[config.mk]
export PLATFORM = sky130hd
export DESIGN_NAME = zint_sched
export DESIGN_NICKNAME = d
export VERILOG_FILES = /design/src/rtl/zint_pkg.sv /design/src/rtl/zint_sync.sv /design/src/rtl/zint_sched.sv
export SDC_FILE = /design/constraint.sdc
export NUM_CORES = 1
export LEC_CHECK = 0
export BUFFER_PORTS_ARGS = -buffer_cell sky130_fd_sc_hd__buf_2
export CORE_MARGIN = 5
export CORE_UTILIZATION = 31
export DETAILED_ROUTE_END_ITERATION = 16
export GPL_TIMING_DRIVEN = 1
export PLACE_DENSITY_LB_ADDON = 0.12
export SYNTH_ARGS = -nofsm -noshare
export SYNTH_HDL_FRONTEND = slang
export SYNTH_SLANG_ARGS = --single-unit
export TNS_END_PERCENT = 30
[constraint.sdc]
create_clock -name clk -period 2.4 [get_ports clk]
set_input_delay 0.12 -clock clk [delete_from_list [all_inputs] [get_ports clk]]
set_output_delay 0.12 -clock clk [all_outputs]
set_load 0.01 [all_outputs]
[src/rtl/zint_pkg.sv]
// Shared constants for the ZX-bus interrupt scheduler: FSM encoding, source
// indices and counter width.
package zint_pkg;

  typedef enum logic [1:0] {
    IDLE  = 2'd0,
    PULSE = 2'd1,
    HOLD  = 2'd2
  } zint_state_t;

  localparam int SRC_W5300 = 0;
  localparam int SRC_SL811 = 1;
  localparam int CNT_W     = 8;

endpackage

[src/rtl/zint_sync.sv]
// Two-flop synchronizer for an asynchronous, already active-high request line.
module zint_sync (
  input  logic clk,
  input  logic rst,
  input  logic i_d,
  output logic o_q
);

  logic r_meta;
  logic r_q;

  always_ff @(posedge clk) begin
    if (rst) begin
      r_meta <= 1'b0;
      r_q    <= 1'b0;
    end else begin
      r_meta <= i_d;
      r_q    <= r_meta;
    end
  end

  assign o_q = r_q;

endmodule

[src/rtl/zint_sched.sv]
// ZX-bus /INT scheduler for the W5300 and SL811 sources: fixed-length pulse plus hold-off gap.
// Define ZINT_RR_EN for round-robin arbitration; otherwise W5300 has fixed priority.
module zint_sched
  import zint_pkg::*;
#(
  parameter int INT_LEN = 32,
  parameter int INT_GAP = 16
) (
  input  logic       clk,
  input  logic       rst,
  input  logic       w5300_int_n,
  input  logic       sl811_intrq,
  input  logic       ena_w5300_int,
  input  logic       ena_sl811_int,
  input  logic       ena_zxbus_int,
  input  logic       ack_stb,
  input  logic [1:0] ack_mask,
  output logic       zint_oe,
  output logic [1:0] pending,
  output logic       cur_src,
  output logic       busy
);

  localparam logic [CNT_W-1:0] LEN_M1 = CNT_W'(INT_LEN - 1);
  localparam logic [CNT_W-1:0] GAP_M1 = CNT_W'(INT_GAP - 1);

  logic [1:0]       w_req;
  logic [1:0]       w_rise;
  logic [1:0]       w_en;
  logic [1:0]       w_clr;
  logic [1:0]       w_pend_nxt;
  logic [1:0]       r_req_d;
  logic [1:0]       r_pend;

  zint_state_t      r_state;
  zint_state_t      w_state_nxt;
  logic [CNT_W-1:0] r_cnt;
  logic [CNT_W-1:0] w_cnt_nxt;
  logic             r_cur;
  logic             w_cur_nxt;
`ifdef ZINT_RR_EN
  logic             r_rr;
  logic             w_rr_nxt;
`endif

  zint_sync u_sync_w5300 (
    .clk (clk),
    .rst (rst),
    .i_d (~w5300_int_n),
    .o_q (w_req[SRC_W5300])
  );

  zint_sync u_sync_sl811 (
    .clk (clk),
    .rst (rst),
    .i_d (sl811_intrq),
    .o_q (w_req[SRC_SL811])
  );

  assign w_rise = w_req & ~r_req_d;
  assign w_en   = {ena_sl811_int, ena_w5300_int};
  assign w_clr  = ack_stb ? ack_mask : 2'b00;
  // Set beats ack; a disabled source is forced clear regardless of events.
  assign w_pend_nxt = ((r_pend & ~w_clr) | w_rise) & w_en;

  always_comb begin
    w_state_nxt = r_state;
    w_cnt_nxt   = r_cnt;
    w_cur_nxt   = r_cur;
`ifdef ZINT_RR_EN
    w_rr_nxt    = r_rr;
`endif
    case (r_state)
      IDLE: begin
        if (ena_zxbus_int && (w_pend_nxt != 2'b00)) begin
          w_state_nxt = PULSE;
          w_cnt_nxt   = LEN_M1;
          if (w_pend_nxt == 2'b11) begin
`ifdef ZINT_RR_EN
            w_cur_nxt = r_rr;
            w_rr_nxt  = ~r_rr;
`else
            w_cur_nxt = 1'(SRC_W5300);
`endif
          end else begin
            w_cur_nxt = w_pend_nxt[SRC_SL811];
          end
        end
      end
      PULSE: begin
        if (!ena_zxbus_int || (r_cnt == '0)) begin
          w_state_nxt = HOLD;
          w_cnt_nxt   = GAP_M1;
        end else begin
          w_cnt_nxt = r_cnt - 1'b1;
        end
      end
      HOLD: begin
        if (r_cnt == '0) begin
          w_state_nxt = IDLE;
        end else begin
          w_cnt_nxt = r_cnt - 1'b1;
        end
      end
      default: begin
        w_state_nxt = IDLE;
        w_cnt_nxt   = '0;
      end
    endcase
  end

  always_ff @(posedge clk) begin
    if (rst) begin
      r_state <= IDLE;
      r_cnt   <= '0;
      r_cur   <= 1'b0;
      r_req_d <= 2'b00;
      r_pend  <= 2'b00;
`ifdef ZINT_RR_EN
      r_rr    <= 1'b0;
`endif
    end else begin
      r_state <= w_state_nxt;
      r_cnt   <= w_cnt_nxt;
      r_cur   <= w_cur_nxt;
      r_req_d <= w_req;
      r_pend  <= w_pend_nxt;
`ifdef ZINT_RR_EN
      r_rr    <= w_rr_nxt;
`endif
    end
  end

  assign zint_oe = (r_state == PULSE);
  assign busy    = (r_state != IDLE);
  assign pending = r_pend;
  assign cur_src = r_cur;

endmodule

After elaboration in Yosys (flattened, before gate mapping)
Index checks and enable logic that the tools add are counted.
{"block": "word_totals", "ff_bits": 19, "input_bits": 10, "out_inout_bits": 5, "wordCells": 44}
{"block": "op_classes", "add_sub_neg": 1, "n_eq_ne": 7, "mux": 10, "bitwise_logic": 7, "reduce_logical": 10}
{"cell": "2-to-1 mux 8 bit", "count": 3}
{"cell": "one-hot mux 8 bit (3 select lines)", "count": 1}
{"cell": "zero test 8 bit", "count": 1}
{"cell": "2-to-1 mux 2 bit", "count": 4}
{"cell": "subtractor 8 x 1 -> 8 bit (second input constant)", "count": 1}
{"cell": "AND 2 bit", "count": 3}
{"cell": "!= test 2 bit (second input constant)", "count": 3}
{"cell": "one-hot mux 2 bit (3 select lines)", "count": 1}
{"cell": "equality test 2 bit (second input constant)", "count": 2}
{"cell": "inverter 2 bit", "count": 2}
{"cell": "AND reduction 2 bit", "count": 2}
{"cell": "nonzero test 2 bit", "count": 2}
{"cell": "AND reduction 3 bit", "count": 1}
{"cell": "equality test 2 x 1 -> 1 bit (second input constant)", "count": 1}
{"cell": "zero test 2 bit", "count": 1}
{"cell": "!= test 2 x 1 -> 1 bit (second input constant)", "count": 1}
{"cell": "OR 2 bit", "count": 1}
{"cell": "logical AND 1 bit", "count": 1}
{"cell": "zero test 1 bit", "count": 1}
{"cell": "logical OR 1 bit", "count": 1}
{"cell": "2-to-1 mux 1 bit", "count": 1}
{"cell": "inverter 1 bit", "count": 1}

Longest topological paths before layout
{"block": "logic_depth", "ltp_word": 9, "depth_mapped": 7}

By module
Synthesis repeated with hierarchy kept, for this count alone.
{"block": "hier_totals", "hier_cells": 109, "area_unflattened_um2": 975.9}
{"module": "zint_sched", "n_inst": 1, "cells_each": 101, "area_per_inst_um2": 870.8, "seq_area_each_um2": 300.3}
{"module": "zint_sync", "n_inst": 2, "cells_each": 4, "area_per_inst_um2": 52.6, "seq_area_each_um2": 40.0}

Least setup slack after synthesis
OpenSTA, ideal clock, no wires.
{"block": "synth_timing", "kind": "register -> register", "from": "register r_cnt[0]", "to": "register r_cnt[2]", "setup_ps": 82, "t_arrival_ps": 1638, "required_ps": 2318, "path_slack_ps": 680, "path_stages_with_launch": 7, "synth_period_minus_slack_ps": 1720, "cell_sequence": "dfxtp_1 inv_1 ha_1 nor3b_2 a21boi_2 or4_4 o221ai_1"}
{"block": "synth_between", "elab_chain_cells": 4, "elab_cells_between_ends": 8, "classes_between": "1 x add/sub; 1 x eq/ne; 3 x mux; 3 x reduce/logical"}
{"element": "start: declaration", "line_no": "zint_sched.sv:37", "text": "logic [CNT_W-1:0] r_cnt;"}
{"element": "start signal: assignment", "line_no": "zint_sched.sv:124", "text": "r_cnt <= w_cnt_nxt;"}
{"element": "parallel branches: the longest is 4 deep, another holds subtractor 8 x 1 -> 8 bit"}
Several ways; the timed one is not identified. The select of a mux whose other input is x is not followed.
A chain may end at the register's enable or synchronous reset.

Final worst setup path
{"block": "layout_timing", "from": "register r_cnt[0]", "to": "register r_cnt[7]"}
The elaborated chain is that of the path after synthesis.

==> summary.txt <==
Outcome -> finished clean
Tmin final -> 1.940 ns
Combinational power share -> 24.5%
Via/cell ratio -> 5.124
Tightest Pin Transition -> 0.5784 ns
Post-DP HPWL -> 1802 microns
Cell Pwr Density -> 579.3 nW/um^2
Most common cell after layout, fill and taps aside -> dfxtp_1
Number of synthesized register bits -> 19
Max-slew violation count -> 0
Vias in the first global route -> 849
Netlist cell types -> 39
Die Ht -> 68.06 microns
Switching power -> 0.2226 mW
1st-iter DRT viols -> 39
CTS tree -> yes
GR Overflow Total -> 0
P_leak -> 0.4838 nW
Layout cell share with drive strength beyond 1 -> 20.61%
Worst Hold Slack -> 0.03034 ns
Syn nets -> 129
CP Launch Type -> register
Most frequent cells in the layout -> dfxtp_1, buf_2, nor2b_1, inv_1
Post-synth top area cell -> dfxtp_1
Port Buf Inserts -> 14
P_int -> 0.4674 mW
Area grow syn2layout -> 14.01%
Largest net degree at the start of global routing -> 18
Rel. slew slack -> 61.44%
Flop pwr share -> 50.7%
CP max stage cell -> dfxtp_1
Post-Synthesis Cells -> 117
Inserted Diodes -> 0
Root buffer cell -> clkbuf_4
Crit path max fanout -> 8
Peak supply drop -> 0.2034 mV
Clock sink total -> 19
Die width -> 68.06 microns
Clock power frac -> 24.8%
Site Rows -> 21
Crit end category -> register
Drt first pass iters -> 4
H-Tree Depth -> 1
Max Clk Rate -> 515.4 MHz
Warnings from Yosys -> 0
Boundary Pins -> 15
Final RePlAce weighted congestion -> 0.8836
First-pass GRT wire length -> 3974 microns
Detail Route Antenna Nets -> 0
Clock latency on the worst-skew pair -> 0.30 ns
Starting Density -> 31.56%
Final TNS setup -> 0 ns
RSZ-0062 raised after global routing -> no
# DRC -> 0
Maximum clock path buffer count -> 2
Core area -> 3311 sq um
Maxcap violations -> 0
Final nets -> 144
Seq/Total Area, Yosys -> 36.41%
Crit path cell chain -> inv_1, ha_1, nor3b_2, nand2_1, a31oi_1, o31a_1, nor3_2
Total CTS buffers -> 3
Syn Area/Cell -> 8.930 sq um
Initial antenna violation count -> 0
Fin crit share -> 80.84%
Drt total wl -> 2374 microns
Largest stage delay on the critical path -> 0.35 ns
Dominant cells by area after synthesis -> dfxtp_1, nor2b_1, a21oi_1
Fin. Hold Viols -> 0
Synth Cell Area -> 1045 sq um
Kind of critical path -> register to register
# setup viols final -> 0
Switching Share -> 32.26%
Worst EP required -> 2.59 ns
Crit path arrival time -> 2.13 ns
Die Area -> 4631 sq um
Yosys top cell area share -> 36.41%
Postcts setup bufs -> 0
Overall Global Routing Usage -> 11.46%
Wire per inst -> 13.41 microns
CTS clk-pin slew, worst paths -> 0.11 ns
HP Class -> input port to register
Via count -> 907
Clk_skew -> 0.01194 ns
## final timing paths
| check | start | endpoint | slack [ns] | cells past startpoint |
|---|---|---|---|---|
| min | sl811_intrq | u_sync_sl811.r_meta | 0.03 | 2 |
| min reg2reg | u_sync_sl811.r_meta | u_sync_sl811.o_q | 0.45 | 1 |
| max | r_cnt[0] | r_cnt[7] | 0.46 | 7 |
| max reg2reg | r_cnt[0] | r_cnt[7] | 0.46 | 7 |
## cell type report
| class | instances | area, sq um |
|---|---|---|
| fillers | 365 | 2120 |
| multi-input cells | 84 | 611.8 |
| flip-flops and latches | 19 | 380.4 |
| repair buffers | 15 | 80.08 |
| well taps | 46 | 57.56 |
| inverters | 9 | 33.78 |
| clock buffers | 3 | 22.52 |
| clock inverters | 1 | 5.005 |
## synthesized netlist by cell type
| master | number |
|---|---|
| dfxtp_1 | 19 |
| nor2b_1 | 10 |
| inv_1 | 9 |
| a21oi_1 | 7 |
| nor2_1 | 7 |
| clkbuf_1 | 5 |
| nand2_1 | 5 |
| o221ai_1 | 4 |
| a21o_1 | 3 |
| a31oi_1 | 3 |
| nor3b_1 | 3 |
| o21a_1 | 3 |
| o21ai_0 | 3 |
| a21boi_0 | 2 |
| ha_1 | 2 |
| nand2b_1 | 2 |
| nor3_1 | 2 |
| o21ai_1 | 2 |
| o22ai_1 | 2 |
| o32a_1 | 2 |
| or3_1 | 2 |
| or4_4 | 2 |
| xnor2_1 | 2 |
| a2111oi_4 | 1 |
| a21boi_2 | 1 |
| a22oi_1 | 1 |
| a311oi_1 | 1 |
| a41o_1 | 1 |
| nand3_1 | 1 |
| nor3_2 | 1 |
| nor3b_2 | 1 |
| nor4_2 | 1 |
| o2111ai_1 | 1 |
| o211ai_1 | 1 |
| o22a_1 | 1 |
| o311a_1 | 1 |
| o31a_1 | 1 |
| o31a_2 | 1 |
| o41ai_2 | 1 |
## sequential cells by signal (all words and copies together), names as in the netlist
register / cells
pending: 2
r_state: 2
r_cnt: 8
cur_src: 1
u_sync_w5300.r_meta: 1
u_sync_sl811.r_meta: 1
r_req_d: 2
u_sync_sl811.o_q: 1
u_sync_w5300.o_q: 1
## what timing repair did
action	in CTS	in global routing
resized for setup	0	0
hold buffers	1	0
hold endpoints to repair	1	0
## critical path, delay by kind of cell, from the launching register on
family | cells | cell delay, ns
simple gates | 3 | 0.65
compound gates | 2 | 0.57
flops | 1 | 0.35
fa+ha+maj | 1 | 0.17
buf+inv | 1 | 0.10
## cells by family after synthesis
kind of cell | count (synthesis) | share of synthesized area (%)
AOI/OAI and AO/OA | 43 | 32.69
and+or+nand+nor | 37 | 21.80
DFF | 19 | 36.41
buffers and inverters | 14 | 5.030
xor gates and xnor gates | 2 | 1.677
adders and majority gates | 2 | 2.395
## metal layers
layer  GRT usage (%)  vias to the layer above  wire length (microns)
li1                -                      465                      -
met1           15.26                      430                   1188
met2           17.57                       10                   1097
met3           3.448                        2                     71
met4           3.722                        0                     17
met5               0                        -                      0
## power groups by stage
| stage | registers, mW | logic (mW) | clock network (mW) |
|---|---|---|---|
| after floorplan | 0.351 | 0.132 | 0 |
| after global placement | 0.356 | 0.168 | 0 |
| after detailed placement | 0.357 | 0.168 | 0 |
| after CTS | 0.349 | 0.170 | 0.179 |
| after global routing | 0.353 | 0.186 | 0.194 |
| final | 0.350 | 0.169 | 0.171 |
## through the flow
step / instance area (sq um) / instances / utilization (%) / total power [mW] / worst slack [ns]
after CTS: 1191 / 177 / 35.98 / 0.6982 / 0.4543
after global placement: 1154 / 172 / 34.85 / 0.5243 / 0.5358
after detailed placement: 1154 / 172 / 34.85 / 0.5248 / 0.4668
final: 1191 / 177 / 35.98 / 0.6900 / 0.4597
after global routing: 1191 / 177 / 35.98 / 0.7325 / 0.2983
after floorplan: 1045 / 117 / - / 0.4822 / 0.6798
No activity file was read; power rests on OpenSTA's default activity.
